===== config.mk =====
export PLATFORM = sky130hd
export DESIGN_NAME = alu_commit_sched
export DESIGN_NICKNAME = d
export VERILOG_FILES = /design/src/rtl/alu_commit_sched.sv
export SDC_FILE = /design/constraint.sdc
export NUM_CORES = 1
export LEC_CHECK = 0
export CAP_MARGIN = 20
export CORE_ASPECT_RATIO = 1.2
export CORE_MARGIN = 3
export CORE_UTILIZATION = 27
export DETAILED_ROUTE_END_ITERATION = 16
export HOLD_SLACK_MARGIN = 0.12
export PLACE_DENSITY = 0.67
export SLEW_MARGIN = 10
export SYNTH_ARGS = -nofsm -noshare
export SYNTH_HDL_FRONTEND = slang
export SYNTH_SLANG_ARGS = --single-unit

===== constraint.sdc =====
create_clock -name clk -period 2.3 [get_ports clk]
set_clock_uncertainty 0.05 [all_clocks]
set_input_delay 0.23 -clock clk [delete_from_list [all_inputs] [get_ports clk]]
set_output_delay 0.23 -clock clk [all_outputs]
set_load 0.02 [all_outputs]

===== src/rtl/alu_commit_sched.sv =====
// Commit-port scheduler for one ALU block: sticky round-robin arbitration with a
// burst limit, a one-stage registered output buffer and a saturating stall counter.
module alu_commit_sched #(
  parameter int NUM_INPUTS = 2,
  parameter int DATAW      = 64,
  parameter int MAX_GRANTS = 4,
  parameter int PERF_W     = 32,
  localparam int SELW      = (NUM_INPUTS > 1) ? $clog2(NUM_INPUTS) : 1
) (
  input  logic                        clk,
  input  logic                        reset,
  input  logic [NUM_INPUTS-1:0]       valid_in,
  input  logic [NUM_INPUTS*DATAW-1:0] data_in,
  output logic [NUM_INPUTS-1:0]       ready_in,
  output logic                        valid_out,
  output logic [DATAW-1:0]            data_out,
  output logic [SELW-1:0]             sel_out,
  input  logic                        ready_out,
  output logic [PERF_W-1:0]           stall_cnt
);

  localparam int RUNW = $clog2(MAX_GRANTS + 1);
  localparam logic [RUNW-1:0] MAX_RUN = RUNW'(MAX_GRANTS);

  logic                  valid_out_r;
  logic [DATAW-1:0]      data_out_r;
  logic [SELW-1:0]       sel_out_r;
  logic [PERF_W-1:0]     stall_r;
  logic [SELW-1:0]       last_r;
  logic [RUNW-1:0]       run_r;

  logic                  acc_s;
  logic                  any_s;
  logic                  xfer_s;
  logic                  others_s;
  logic                  keep_s;
  logic [SELW-1:0]       idx_s;
  logic [SELW-1:0]       rr_s;
  logic [SELW-1:0]       pick_s;
  logic [DATAW-1:0]      data_pick_s;
  logic [NUM_INPUTS-1:0] ready_s;

  // Arbitration: stay on the last winner until its burst budget runs out while
  // someone else waits, otherwise scan circularly starting after the last winner.
  always_comb begin
    acc_s    = ~valid_out_r | ready_out;
    any_s    = |valid_in;
    xfer_s   = acc_s & any_s;
    others_s = 1'b0;
    for (int i = 0; i < NUM_INPUTS; i++) begin
      others_s = others_s | (valid_in[i] & (SELW'(i) != last_r));
    end
    keep_s = valid_in[last_r] & ((run_r < MAX_RUN) | ~others_s);
    idx_s  = last_r;
    rr_s   = last_r;
    // Descending scan so the nearest successor of last_r wins.
    for (int k = NUM_INPUTS - 1; k >= 1; k--) begin
      idx_s = SELW'((int'(last_r) + k) % NUM_INPUTS);
      if (valid_in[idx_s]) begin
        rr_s = idx_s;
      end else begin
        rr_s = rr_s;
      end
    end
    pick_s = keep_s ? last_r : rr_s;
    data_pick_s = '0;
    for (int i = 0; i < NUM_INPUTS; i++) begin
      if (pick_s == SELW'(i)) begin
        data_pick_s = data_in[i*DATAW +: DATAW];
      end else begin
        data_pick_s = data_pick_s;
      end
    end
    for (int i = 0; i < NUM_INPUTS; i++) begin
      ready_s[i] = xfer_s & reset & (pick_s == SELW'(i));
    end
  end

  // Output buffer, arbitration history and back-pressure counter.
  always_ff @(posedge clk) begin
    if (!reset) begin
      valid_out_r <= 1'b0;
      data_out_r  <= '0;
      sel_out_r   <= '0;
      stall_r     <= '0;
      last_r      <= '0;
      run_r       <= '0;
    end else begin
      if (xfer_s) begin
        valid_out_r <= 1'b1;
        data_out_r  <= data_pick_s;
        sel_out_r   <= pick_s;
        if (pick_s == last_r) begin
          if (run_r < MAX_RUN) begin
            run_r <= run_r + RUNW'(1);
          end
        end else begin
          run_r  <= RUNW'(1);
          last_r <= pick_s;
        end
      end else if (acc_s) begin
        valid_out_r <= 1'b0;
      end
      if (valid_out_r & ~ready_out & ~&stall_r) begin
        stall_r <= stall_r + PERF_W'(1);
      end
    end
  end

  assign ready_in  = ready_s;
  assign valid_out = valid_out_r;
  assign data_out  = data_out_r;
  assign sel_out   = sel_out_r;
  assign stall_cnt = stall_r;

endmodule


## Word-level counts from Yosys, hierarchy flattened

Index checks and enable logic that the tools add are counted.

| word-level totals | value |
|---|---|
| latch bits | 0 |
| input bits | 133 |
| output and inout port bits | 100 |
| logic and storage cells | 49 |
| bits in read-only memories | 0 |
| memories | 0 |
| register bits | 102 |
| bits in writable memories | 0 |

| cells by class | value |
|---|---|
| reduce and logical (&&, ||, !) cells | 6 |
| multiply operators | 0 |
| magnitude comparators | 3 |
| muxes and demuxes | 11 |
| bitwise logic cells | 18 |
| add/subtract/negate cells | 3 |
| shift operators | 0 |
| divide/modulo/power cells | 0 |
| equal/unequal tests | 2 |

Operator list:

| operator | count |
|---|---|
| 2-to-1 mux 64 bit | 1 |
| adder 32 x 1 -> 32 bit (second input constant) | 1 |
| AND reduction 32 bit | 1 |
| bitwise AND 1 bit | 9 |
| 2-to-1 mux 1 bit | 8 |
| 2-to-1 mux 3 bit | 2 |
| NOT 1 bit | 6 |
| less-than comparator 1 x 2 -> 1 bit (second input constant) | 2 |
| AND reduction 2 bit | 2 |
| adder 3 x 1 -> 3 bit (second input constant) | 1 |
| less-than comparator 3 bit (second input constant) | 1 |
| OR 1 bit | 3 |
| inequality test 2 bit (second input constant) | 1 |
| nonzero test 2 bit | 1 |
| OR reduction 2 bit | 1 |
| adder 1 bit (second input constant) | 1 |
| == test 1 bit | 1 |
| zero test 1 bit | 1 |

## Depth between registers and ports, before layout

Gate-level depths: netlist of the first run.

| depth | value |
|---|---|
| depth in word-level cells | 10 |
| depth in mapped cells | 8 |
| gate-level depth less buffers | 6 |

## Least setup slack after synthesis of the first run

No wires, ideal clock.

| timing | value |
|---|---|
| kind | reg-to-reg |
| start point | register stall_r[0] (netlist: stall_cnt[0]) |
| end point | register stall_r[18] (netlist: stall_cnt[18]) |
| period minus slack after synthesis | 2.431 ns |
| arrival time | 2.254 ns |
| setup time | 0.128 ns |
| path buffers | 1 |
| required time | 2.122 ns |
| slack | -0.131 ns |
| cell stages (with the launch flop) | 8 |
| path through | dfxtp_1 > ha_1 > nand4_2 > or4_4 > buf_6 > or4_1 > xor2_1 > nor2_1 |

| between the ends | value |
|---|---|
| word-level cells in the longest chain between the ends | 3 |
| elaborated cells on any way between the ends | 4 |
| classes of those cells | 1 x add/sub; 1 x bitwise; 2 x reduce/logical |

Ends and longest elaborated chain:

| element | RTL line | text |
|---|---|---|
| start, declared | 28 | `logic [PERF_W-1:0] stall_r;` |
| start signal, assigned | 105 | `stall_r <= stall_r + PERF_W'(1);` |
| branches (longest 3 deep; another with adder 32 x 1 -> 32 bit) | - |  |

Several ways; the timed one is not identified.
A chain may end at the register's enable or synchronous reset.

## Worst setup path in the final report of the first run

Same ends and word-level chain as after synthesis.

==> impl_results.md, run 1 <==
* Cells after DPL at 967
* Worst path cell trace: ha_2, nand4_2, or4_4, or4_1, xor2_1, nor2_1
* Worst-path fanout max at 5
* Worst-Skew Late Latency at between 300 and 400 ps
* Post-route setup TNS at 0 ps
* Hold-critical path depth at 2
* Netlist cell types at 45
* Vias in the first global route at 4,428
* Worst vdd ir at 0.323 mV
* Post-DRT Antenna Nets at 0
* H-Tree Depth at 3
* Worst hold-check path type: flop to flop
* IO Count at 233
* Root buffer cell: clkbuf_16
* DP Wirelength at 10.8 mm
* Syn Nets at around 660
* Row count at 52
* Number of max-cap violations at 0
* Nets at between 800 and 900
* Antenna cells at 0
* Largest net degree at the start of global routing at 132
* Hold Buf Count CTS at 0
* Slew @ Worst Pin at 589 ps
* Clock buffer count from CTS at 9
* Drt first-iter violations at ~150
* Drt wl/cell at between 10 and 15 um
* Gate Count Post-Synth at 521
* Status: completed
* Placeable Area at 17,000 um2
* Core Util, Final at 45.7%
* Min Hold Slack at 445 ps
* WL final at ~14 mm
* Gr busiest metal: met2
* Share of layout cells above drive strength 1 at 8.21%
* Syn Area/Cell at a little over 9 um2
* Critical path's largest stage delay at between 500 and 600 ps
* Final Max Slew Viols at 0
* Yosys Warn Count at 0
* First-pass GRT wire length at 22.8 mm
* Met1 GRT Util at 17.4%
* Port Buffers at 232
* Synthesized flop and latch total at approximately 100
* Final setup margin at 111 ps
* Register area at slightly above 2000 um2
* Synth Flop Type: dfxtp_1
* Post-synth EDFFs at 0
* RSZ-0062 raised after global routing: false
* Max Buffers Root-to-Sink at 2
* Setup crit end kind: flop
* Met2 usage at 25.2%
* Post-Syn Area at 4730 um2
* Die Area at between 15,000 and 20,000 um2
* Power density over cell area at between 500 and 600 nW/um2
* Avg Vias per Cell at between 4 and 5
* Critical Path AT at 2360 ps
* Initial Util at 27.7%
* CTS tree: built
* Req. time, crit path at 2480 ps
* Slew HR at between 60 and 70%
* Antenna violations before repair at 0
* Fill cells at 1,704
* Overall routing resource usage at 14.8%
* Die W at 127 um
* Slowest-stage cell, CP: or4_4
* Worst slack, placed at -25.9 ps
* Synth-to-Final Area Change at 64.9%
* Overflow after GRT at 0
* Setup CP Type: flop to flop
* Max Fclk at 0.457 GHz
* Flop2flop setup slack at 110 ps
* Met3 GRT Util at 5.22%
* Post-CTS Setup Inserts at 0
* # setup viols final at 0
* Reg2reg path depth at 6
* Fin crit share at 95.2%
* Area of the multi-input gates at 2510 um2
* Clock sinks at 102
* Leak pwr at 3.08 nW
* Post-Layout Cell Count at 983
* Pre-antenna DRT Iters at 4
* Die Height at roughly 150 um
* CTS clock-pin slew for the worst setup and hold paths at 70 ps
* Final Hold Vio Count at 0
* Via count at between 4,000 and 5,000
* Startpoint types: flop
* Crit path time final at 2190 ps
* Register area share after synthesis at 43.2%
* Residual DRC at 0
* GPL Wtd Cong at a little under 0.8
* Post-synth ARST share at 0%
[layout by cell type, fill, tap and decap left out, drive strengths merged, types with 2 or more instances in the layout]
master / Yosys / routed
xnor2: 9 / 9
and3: 2 / 2
o21ai: 12 / 12
o211ai: 2 / 2
nor3: 4 / 4
or3: 3 / 3
dfxtp: 102 / 102
buf: 12 / 37
nand4b: 2 / 2
nor4: 9 / 9
and4: 2 / 2
nand4: 12 / 12
nand2b: 4 / 4
o31ai: 7 / 7
inv: 7 / 8
xor2: 10 / 10
clkbuf: 27 / 12
ha: 2 / 2
a211oi: 67 / 67
nor2: 89 / 89
or4: 9 / 9
clkdlybuf4s50: 0 / 230
mux2i: 68 / 68
and2: 2 / 2
a21oi: 16 / 16
nand2: 17 / 17
nand3: 15 / 15
[critical path: cells and delay by family, from the launching register on]
family                     cells  cell delay [ps]
and+or+nand+nor                4             1270
DFF                            1              380
adders and majority gates      1              210
xor gates and xnor gates       1              150
[area by class of cell]
type,instances,area share (%)
tap,216,3.47
timing repair buffer,269,33.8
clock buffer,12,3.16
inverter,7,0.337
sequential,102,26.3
clock inverter,4,0.706
multi-input combinational,373,32.2
[where the power goes]
part           internal (W)  switching, W
registers           0.00188     0.0000635
logic              0.000566      0.000480
clock network      0.000882      0.000689
[synth_stat cells, types with 2 or more instances]
cell type / count / area (um2)
and4_1: 2 / 17.5
xor2_1: 10 / 87.6
and3_1: 2 / 12.5
nand4b_1: 2 / 17.5
buf_2: 8 / 40.0
o31ai_1: 7 / 52.6
clkbuf_1: 27 / 101
xnor2_1: 9 / 78.8
a211oi_1: 67 / 503
nor3_1: 4 / 20.0
a21oi_1: 16 / 80.1
buf_1: 3 / 11.3
o21ai_0: 11 / 55.1
mux2i_1: 68 / 681
or4_1: 8 / 60.1
nand4_1: 10 / 62.6
nand3_1: 15 / 75.1
nand2_1: 17 / 63.8
nand2b_1: 4 / 25.0
ha_1: 2 / 25.0
nor2_1: 89 / 334
or3_1: 3 / 18.8
dfxtp_1: 102 / 2040
inv_1: 6 / 22.5
nor4_1: 8 / 50.1
and2_1: 2 / 12.5
[cells by family (layout without fill, tap and decap cells)]
group           Yosys count  count (layout)  share of synthesized area, %
flops                   102             102                          43.2
xor+xnor                 19              19                          3.52
buf+inv                  46             292                          4.02
mux                      68              68                          14.4
fa+ha+maj                 2               2                         0.529
compound gates          111             111                          16.4
simple gates            173             173                          17.9
[through the flow]
stage / instance area, um2 / total power, W
4_1_cts: 7790 / 0.00464
6_report: 7800 / 0.00457
2_1_floorplan: 4740 / 0.00248
5_1_grt: 7800 / 0.00480
3_5_place_dp: 7490 / 0.00305
3_3_place_gp: 7490 / 0.00304
[worst paths after layout]
check               startpoint       endpoint
hold reg to reg       run_r[1]       run_r[1]
setup reg to reg  stall_cnt[0]  stall_cnt[18]
hold / removal        run_r[1]       run_r[1]
setup / recovery  stall_cnt[0]  stall_cnt[18]
[state kept, by name (all words and copies together), names as in the netlist]
signal	count
run_r	3
last_r	1
stall_cnt	32
sel_out	1
valid_out	1
data_out	64
[routing by layer]
layer	routed length [um]	vias to the layer above
li1	-	2392
met1	5850	2092
met2	7230	158
met3	1090	18
met4	267	0
met5	0	-
[what timing repair did]
action | CTS | global route
gates cloned | 0 | 0
endpoints found under the setup margin | 1 | 1
gates resized for setup | 1 | 1
(Power assumes the default switching activity.)
==> inputs of run 2 (changes only) <==
==> constraint.sdc (replaced) <==
create_clock -name clk -period 1.89 [get_ports clk]
set_clock_uncertainty 0.05 [all_clocks]
set_input_delay 0.189 -clock clk [delete_from_list [all_inputs] [get_ports clk]]
set_output_delay 0.189 -clock clk [all_outputs]
set_load 0.02 [all_outputs]
==> run 2 against run 1 <==
The run now ends with negative setup slack left. Non-clock buffer count grew 56. Design area grew 8.0%. Wire length grew 6.7%. Clock-buffer cell count shrank 1. Utilization grew 3.7 points. Register-to-register slack lost 190 ps. Clock power grew 16%. Maximum frequency grew 11%. Power grew 21%. Global-route usage grew 0.67 points. Worst setup slack lost 190 ps. Sequential power grew 21%. Critical path type unchanged. Largest power group unchanged. Highest routed layer is now met5.
==> impl_results.md, run 2 (synthesized netlist as in run 1, its figures left out) <==
* First-pass GRT wire length at roughly 24 mm
* Min Hold Slack at 281 ps
* Max FFs per register at 64
* Avg Vias per Cell at around 4.7
* Setup crit end kind: flop
* IO Count at ~230
* Post-route setup TNS at -110 ps
* Row count at 52
* Via count at 4,913
* Root buffer cell: clkbuf_16
* Synth-to-Final Area Change at 78.1%
* # setup viols final at 4
* Placeable Area at 17,000 um2
* Worst vdd ir at between 0.3 and 0.4 mV
* Status: finished with violations
* Slew HR at between 50% and 60%
* Critical Path AT at 2130 ps
* Failing checks: negative setup slack
* Overflow after GRT at 0
* Residual DRC at 0
* Overall routing resource usage at 15.4%
* Port Buffers at 232
* Total Power at 0.00550 W
* Die W at 127 um
* Fin crit share at 104%
* Req. time, crit path at about 2000 ps
* Clock buffer count from CTS at 9
* Number of max-cap violations at 0
* Sw Share at between 20 and 30%
* Nets at 953
* Hold Buf Count CTS at 0
* Clock sinks at 102
* H-Tree Depth at 3
* Die Area at 19,100 um2
* GPL Wtd Cong at between 0.7 and 0.8
* Final Hold Vio Count at 0
* RSZ-0062 raised after global routing: true
* Startpoint types: flop
* Pre-antenna DRT Iters at 4
* Worst-path fanout max at 4
* Max Fclk at 0.507 GHz
* Fin area at around 8400 um2
* Clk pwr share at 33.0%
* Worst hold-check path type: input pin to flop
* Leak pwr at 3.45 nW
* Commonest non-fill, non-tap cell in the layout: clkdlybuf4s50_1
* DP Wirelength at between 10 and 15 mm
* Initial Util at 27.7%
* Crit path time final at slightly below 2000 ps
* Vias in the first global route at 4,804
* CTS clock-pin slew for the worst setup and hold paths at 80 ps
* CTS tree: built
* Share of layout cells above drive strength 1 at 18.7%
* DP Area at 7940 um2
* Die Height at 151 um
* Fill cells at 1,627
* Worst-Skew Late Latency at between 300 and 400 ps
* Final Max Slew Viols at 0
* Max Buffers Root-to-Sink at 2
* Drt wl/cell at 14.8 um
* Antenna violations before repair at 1
* Post-DRT Antenna Nets at 0
* WL final at around 15 mm
* Logic pwr share at 24.0%
* Sequential fraction of design power at 42.9%
* Most frequent cells in the layout: clkdlybuf4s50_1 (229), nor2_1 (87), dfxtp_1 (85), buf_4 (85), mux2i_1 (68)
* Largest net degree at the start of global routing at 65
* Reported net switching power at 0.00152 W
* Core Util, Final at 49.4%
* Slew @ Worst Pin at 606 ps
* Final setup margin at -82.5 ps
* Setup CP Type: flop to flop
* Power density over cell area at approximately 650 nW/um2
* Drt first-iter violations at 166
* P_int at about 0.004 W
* Antenna cells at 0
## run 2: changes by cell type in the layout (fill, tap and decap cells not counted), moves of 3 or more
cell / delta
nor4_4: +3
dfxtp_1: -15
o21ai_0: -5
buf_6: +3
dfxtp_2: +11
buf_4: +51
o21ai_1: +3
nor3_1: -3
nand3_1: -3
nand3_2: +3
dfxtp_4: +4
## run 2: final cells by class
cell class              instances  area, um2  share of cell area (%)
repair buffers                325       3090                    36.7
multi-input cells             373       2660                    31.6
flip-flops and latches        102       2080                    24.7
well taps                     216        270                    3.21
clock buffers                  11        253                    3.00
clock inverters                 5       41.3                   0.490
inverters                       7       26.3                   0.312
## run 2: per-stage QoR
step / worst slack [ps] / cells
after floorplan: -183 / 521
after global placement: -347 / 1016
after detailed placement: -383 / 1016
after CTS: -96.0 / 1037
after global routing: -135 / 1039
final: -82.5 / 1039
## run 2: worst max-delay path, cell delays in order (launching register included)
cell     delay [ps]
dfxtp_4         360
ha_4            150
nand4_4         110
or4_4           460
or4_4           510
xor2_2          140
nor2_1           50
## run 2: power by group through the flow
stage | combinational, W | clock (W) | sequential (W)
after floorplan | 0.000440 | 0 | 0.00258
after global placement | 0.00133 | 0 | 0.00241
after detailed placement | 0.00134 | 0 | 0.00241
after CTS | 0.00134 | 0.00190 | 0.00237
after global routing | 0.00142 | 0.00198 | 0.00238
final | 0.00132 | 0.00182 | 0.00236
## run 2: final timing paths
path / start / endpoint / slack, ps / cells after the start
worst max-delay path: stall_cnt[1] / stall_cnt[18] / -80 / 6
worst min-delay path: valid_in[0] / valid_out / 280 / 3
worst max register to register: stall_cnt[1] / stall_cnt[18] / -80 / 6
worst min register to register: run_r[1] / run_r[1] / 430 / 2
## run 2: repair_timing
| action | in CTS | in global routing |
|---|---|---|
| buffers inserted | 4 | 2 |
| cloned | 1 | 0 |
| setup endpoints to repair | 18 | 33 |
| pin swaps | 6 | 11 |
| resized for setup | 23 | 21 |
## run 2: metal layers
layer	share of wire, %	vias up	track usage [%]	routed length (um)
li1	-	2506	-	-
met1	39	2233	17.3	6040
met2	51	150	27.4	7910
met3	7.0	22	4.41	1080
met4	2.3	2	6.44	354
met5	0.084	-	0	13
